[config.mk]
export PLATFORM = sky130hd
export DESIGN_NAME = alu_issue_ctrl
export DESIGN_NICKNAME = d
export VERILOG_FILES = /design/src/rtl/alu_issue_ctrl.sv
export SDC_FILE = /design/constraint.sdc
export NUM_CORES = 1
export LEC_CHECK = 0
export BUFFER_PORTS_ARGS = -buffer_cell sky130_fd_sc_hd__buf_2
export CORE_UTILIZATION = 40
export CTS_CLUSTER_DIAMETER = 80
export DETAILED_ROUTE_END_ITERATION = 7
export PLACE_DENSITY = 0.67
export SYNTH_ARGS = -nofsm -noshare
export SYNTH_HDL_FRONTEND = slang
export SYNTH_SLANG_ARGS = --single-unit
[constraint.sdc]
create_clock -name clk -period 6.1 [get_ports clk]
set_input_delay 1.83 -clock clk [delete_from_list [all_inputs] [get_ports clk]]
set_output_delay 1.83 -clock clk [all_outputs]
set_load 0.03 [all_outputs]
[src/rtl/alu_issue_ctrl.sv]
// -----------------------------------------------------------------------------
// alu_issue_ctrl
//
// Purpose:
//   Single-issue controller that sits between an instruction source and an
//   external registered ALU. It owns an NREGS x WIDTH register file. For each
//   accepted instruction it does one of three things:
//     - ALU op (0000-1000): present rf[rs1]/rf[rs2] to the ALU for one cycle
//       (EXEC), capture the registered result on the next cycle (WB), write it
//       back and update the sticky flags.
//     - LOADI (1111): write the latched immediate into rf[rd] (LOAD).
//     - any other code (1001-1110): raise a one-cycle illegal pulse (ERR).
//   Only one instruction is in flight at a time, so no forwarding is needed.
//
// Handshake:
//   An instruction transfers on a rising edge where in_valid and in_ready are
//   both high. in_ready is high only in IDLE (and never while reset is high).
//   The upstream must hold in_valid and all instruction fields stable until
//   that edge; offers seen while in_ready is low have no effect.
//
// Ports:
//   clk, reset            clock, asynchronous active-high reset
//   in_valid / in_ready   instruction handshake
//   in_op, in_rd, in_rs1, in_rs2, in_imm   instruction fields
//   alu_a, alu_b, alu_sel operands and op code to the ALU (zeros/1111 idle)
//   alu_out, alu_zero, alu_carry, alu_negative, alu_overflow
//                         registered ALU result and flags
//   wb_valid, wb_rd, wb_data  one-cycle writeback report (rd/data 0 otherwise)
//   flags                 sticky {Z,C,N,V} of the last completed ALU op
//   illegal               one-cycle pulse for a rejected op code
//   dbg_addr / dbg_data   combinational register-file read port
//   dbg_state             current controller state (debug visibility)
// -----------------------------------------------------------------------------
module alu_issue_ctrl #(
  parameter int WIDTH = 8,
  parameter int NREGS = 8
) (
  input  logic             clk,
  input  logic             reset,
  // instruction handshake
  input  logic             in_valid,
  output logic             in_ready,
  input  logic [3:0]       in_op,
  input  logic [2:0]       in_rd,
  input  logic [2:0]       in_rs1,
  input  logic [2:0]       in_rs2,
  input  logic [WIDTH-1:0] in_imm,
  // ALU interface
  output logic [WIDTH-1:0] alu_a,
  output logic [WIDTH-1:0] alu_b,
  output logic [3:0]       alu_sel,
  input  logic [WIDTH-1:0] alu_out,
  input  logic             alu_zero,
  input  logic             alu_carry,
  input  logic             alu_negative,
  input  logic             alu_overflow,
  // writeback / status
  output logic             wb_valid,
  output logic [2:0]       wb_rd,
  output logic [WIDTH-1:0] wb_data,
  output logic [3:0]       flags,
  output logic             illegal,
  // debug
  input  logic [2:0]       dbg_addr,
  output logic [WIDTH-1:0] dbg_data,
  output logic [2:0]       dbg_state
);

  localparam logic [3:0] OP_LOADI   = 4'b1111;
  localparam logic [3:0] OP_ALU_MAX = 4'b1000;

  typedef enum logic [2:0] {
    S_IDLE = 3'd0,
    S_EXEC = 3'd1,
    S_WB   = 3'd2,
    S_LOAD = 3'd3,
    S_ERR  = 3'd4
  } state_t;

  // ---------------------------------------------------------------------------
  // State and storage
  // ---------------------------------------------------------------------------
  state_t           r_state;
  state_t           w_state_nxt;

  logic [3:0]       r_op;
  logic [2:0]       r_rd;
  logic [2:0]       r_rs1;
  logic [2:0]       r_rs2;
  logic [WIDTH-1:0] r_imm;

  logic [WIDTH-1:0] r_rf [NREGS];
  logic [3:0]       r_flags;

  logic             w_accept;
  logic             w_flag_update;

  // ---------------------------------------------------------------------------
  // Handshake
  // ---------------------------------------------------------------------------
  assign in_ready = (r_state == S_IDLE) && !reset;
  assign w_accept = in_valid && in_ready;

  // ---------------------------------------------------------------------------
  // FSM state register
  // ---------------------------------------------------------------------------
  always_ff @(posedge clk or posedge reset) begin
    if (reset) begin
      r_state <= S_IDLE;
    end else begin
      r_state <= w_state_nxt;
    end
  end

  // ---------------------------------------------------------------------------
  // FSM next state. Decode happens on the live in_op at the accept edge so
  // the first cycle after accept is already the correct working state.
  // ---------------------------------------------------------------------------
  always_comb begin
    w_state_nxt = r_state;
    case (r_state)
      S_IDLE: begin
        if (w_accept) begin
          if (in_op == OP_LOADI) begin
            w_state_nxt = S_LOAD;
          end else if (in_op <= OP_ALU_MAX) begin
            w_state_nxt = S_EXEC;
          end else begin
            w_state_nxt = S_ERR;
          end
        end
      end
      S_EXEC:  w_state_nxt = S_WB;
      S_WB:    w_state_nxt = S_IDLE;
      S_LOAD:  w_state_nxt = S_IDLE;
      S_ERR:   w_state_nxt = S_IDLE;
      default: w_state_nxt = S_IDLE;
    endcase
  end

  // ---------------------------------------------------------------------------
  // FSM outputs. All are decoded from the current state so that every
  // writeback/illegal report lasts exactly one cycle and returns to zero.
  // In WB the ALU has just registered the result of the EXEC-cycle operands,
  // so alu_out and the ALU flags are valid for that cycle only.
  // ---------------------------------------------------------------------------
  always_comb begin
    alu_a         = '0;
    alu_b         = '0;
    alu_sel       = OP_LOADI;
    wb_valid      = 1'b0;
    wb_rd         = 3'd0;
    wb_data       = '0;
    illegal       = 1'b0;
    w_flag_update = 1'b0;
    case (r_state)
      S_EXEC: begin
        alu_a   = r_rf[r_rs1];
        alu_b   = r_rf[r_rs2];
        alu_sel = r_op;
      end
      S_WB: begin
        wb_valid      = 1'b1;
        wb_rd         = r_rd;
        wb_data       = alu_out;
        w_flag_update = 1'b1;
      end
      S_LOAD: begin
        wb_valid = 1'b1;
        wb_rd    = r_rd;
        wb_data  = r_imm;
      end
      S_ERR: begin
        illegal = 1'b1;
      end
      default: begin
      end
    endcase
  end

  // ---------------------------------------------------------------------------
  // Latched instruction fields
  // ---------------------------------------------------------------------------
  always_ff @(posedge clk or posedge reset) begin
    if (reset) begin
      r_op  <= 4'd0;
      r_rd  <= 3'd0;
      r_rs1 <= 3'd0;
      r_rs2 <= 3'd0;
      r_imm <= '0;
    end else if (w_accept) begin
      r_op  <= in_op;
      r_rd  <= in_rd;
      r_rs1 <= in_rs1;
      r_rs2 <= in_rs2;
      r_imm <= in_imm;
    end
  end

  // ---------------------------------------------------------------------------
  // Register file. The write port is driven by the writeback report itself,
  // so whatever is announced on wb_* is exactly what lands in the array.
  // An asynchronous reset in EXEC returns the FSM to IDLE before WB is ever
  // reached, which is what suppresses the aborted write.
  // ---------------------------------------------------------------------------
  always_ff @(posedge clk or posedge reset) begin
    if (reset) begin
      for (int i = 0; i < NREGS; i++) begin
        r_rf[i] <= '0;
      end
    end else if (wb_valid) begin
      r_rf[wb_rd] <= wb_data;
    end
  end

  // ---------------------------------------------------------------------------
  // Sticky flags: only a completed ALU op (WB) changes them.
  // ---------------------------------------------------------------------------
  always_ff @(posedge clk or posedge reset) begin
    if (reset) begin
      r_flags <= 4'd0;
    end else if (w_flag_update) begin
      r_flags <= {alu_zero, alu_carry, alu_negative, alu_overflow};
    end
  end

  assign flags     = r_flags;
  assign dbg_data  = r_rf[dbg_addr];
  assign dbg_state = r_state;

endmodule

==> out/results.txt <==
first-pass GRT wire length: 21.40 mm
skew final: 5.983 ps
sequential area share after synthesis: 43.03%
Critical Path RT: 4270 ps
worst path cell trace: buf_2 > mux4_2 > mux2_2 > buf_2
Root Driver: clkbuf_16
cell area power density: 340.7 nW/um^2
slowest cell on the critical path: mux4_2
vias per cell: 5.711
antenna violations before repair: 0
Die ar.: 13,840 sq um
DR WL/cell: 20.73 um
Ys Warns: 0
total wire length after detailed routing: 13.56 mm
IO Count: 88
Post-Synth XOR/XNOR Area: 0%
maximum clock path buffer count: 2
CP Capture Type: primary output
Hold/Removal Path Class: reg -> reg
area grow syn2layout: 14.87%
final setup vio count: 0
Setup CP Type: in -> out
Yosys reg bits: 92
Starting Density: 41.72%
worst-path maximum fanout: 16
R2R depth: 3
Setup WS pre-CTS: 884.9 ps
layout cells sized above 1: 48.76%
Cell Rows: 41
count leader, synth: mux2_2
leak pwr: 2.966 nW
core footprint: 12,820 sq um
CP most frequent cell: buf_2
grt ovf: 0
DR pass1 iterations: 5
library cells used by synthesis: 32
Placed Cells incl. Taps: 640
crit share post-route: 85.14%
postcts setup bufs: 0
setup slack after layout: 906.6 ps
DR DRC count: 0
Peak Freq: 192.6 MHz
post-route insts no fill: 654
cts hold-fix bufs: 0
CP max stage delay: 580 ps
Hold Crit Endpoint: flags[1]
# nets final: 518
Die W: 117.7 um
FF-to-FF setup slack: 4100 ps
Routed Antenna Nets: 0
chip height: 117.7 um
Buffers on Ports: 87
Synth Net Count: 443
n_diodes: 0
Mapped Cells: 404
Synth Cell Area: 5350 sq um
hold depth: 1
Worst R2R End: r_op[0]
max-cap violation count: 0
unrepaired setup endpoints after global routing: false
First DRT Iteration DRCs: 231
Synth Area in Compound Gates: 5.355%
vias in the first global route: 3,842
Slew Limit Fails: 0
outcome: complete, no violations
clock sinks: 92
Critical Path AT: 3360 ps
H-tree Lvls: 3
post-route minimum period: 5193 ps
async set-reset flop share out of synthesis: 100.0%
Worst-Skew Late Latency: 340 ps
Synth Area in Adders: 0%
Final TNS setup: 0 ps
worst reg2reg startpoint: dbg_state[0]
HP Start: flags[1]
Reg clk slew, reported paths: 60 ps
cts bufs inserted: 9
Mapped Avg Cell Area: 13.24 sq um
top cells by count, synth: mux2_2, dfrtp_1, mux2i_1
Worst VDD drop: 0.1700 mV
top cells by area, synth: dfrtp_1, mux2_2, mux2i_1, mux4_2, a22o_1
Placer Congestion: 0.8259
largest family of logic cells by synthesized area: multiplexers
vias: 3,735
Startpoint Class: primary input
worst slew pin tran: 1206 ps
largest net degree at the start of global routing: 63
post-synth top area share: 43.03%
mux contribution to synthesized area: 40.62%
final hold violations: 0
Synth Flop Type: dfrtp_1
Tot Pwr: 2.094 mW
GRT Util Overall: 20.36%
Fill cells: 1,189
area leader, netlist: dfrtp_1
Post-synth EDFFs: 0
CTS tree: done
Synth Area in Simple Gates: 8.092%
post-cts sizing count: 0
Worst slew margin: 19.60%
Final HPWL DP: 9.182 mm
[how the worst max path moves through the flow]
stage / from / end / slack, ps / depth (start not counted)
finish: dbg_addr[0] / dbg_data[7] / 910 / 4
global route: dbg_addr[0] / dbg_data[4] / 820 / 4
CTS: dbg_addr[0] / dbg_data[4] / 890 / 4
detailed placement: dbg_addr[0] / dbg_data[4] / 880 / 4
global placement: dbg_addr[0] / dbg_data[4] / 910 / 4
floorplan: dbg_addr[0] / dbg_data[0] / 1140 / 4
[area by class of cell]
cell class | instances | area (sq um) | area share, %
timing repair buffer | 91 | 465.4 | 7.573
clock buffer | 11 | 242.7 | 3.950
sequential | 92 | 2302 | 37.46
clock inverter | 3 | 15.01 | 0.2443
multi-input combinational | 282 | 2893 | 47.07
tap | 172 | 215.2 | 3.502
inverter | 3 | 12.51 | 0.2036
[worst max-delay path, delay by kind of cell]
| family | cells | cell delay (ps) |
|---|---|---|
| buffers and inverters | 2 | 650 |
| muxes | 2 | 870 |
[per-layer routing]
| metal | track usage (%) | vias up | wire (um) |
|---|---|---|---|
| li1 | - | 1677 | - |
| met1 | 25.75 | 1914 | 5977 |
| met2 | 33.27 | 119 | 6461 |
| met3 | 5.378 | 25 | 788 |
| met4 | 7.612 | 0 | 331 |
| met5 | 0 | - | 0 |
[sequential cells by signal, summed over array words and instances, names as in the netlist]
name	count
flags	4
r_rs2	3
dbg_state	3
r_imm	8
r_rf	64
r_rs1	3
r_rd	3
r_op	4
[kinds of logic (layout without fill, tap and decap cells)]
kind of cell           Yosys count  in the layout
AND/OR/NAND/NOR                 64             64
flip-flops                      92             92
multiplexers                   185            185
buffers and inverters           30            108
AO/OA/AOI/OAI                   33             33
[stage by stage]
stage / util, % / hold WS, ps / area (sq um)
floorplan: - / 471.3 / 5350
global placement: 45.91 / 482.4 / 5888
detailed placement: 45.91 / 493.8 / 5888
CTS: 47.92 / 507.5 / 6146
global route: 47.92 / 513.6 / 6146
finish: 47.92 / 505.5 / 6146
[cells in the final DEF, fill, tap and decap left out, types with 5 or more instances in the layout]
master,count
clkbuf_16,9
a22o_1,32
dfrtp_1,92
nor3_1,17
nor2b_1,5
nor2_1,14
mux2i_1,72
mux4_2,16
buf_2,87
mux2_2,97
[power by group]
part,internal (mW),switching (mW)
logic,0.359,0.330
registers,0.747,0.156
clock network,0.281,0.221
total,1.39,0.707
(Power assumes the default switching activity.)
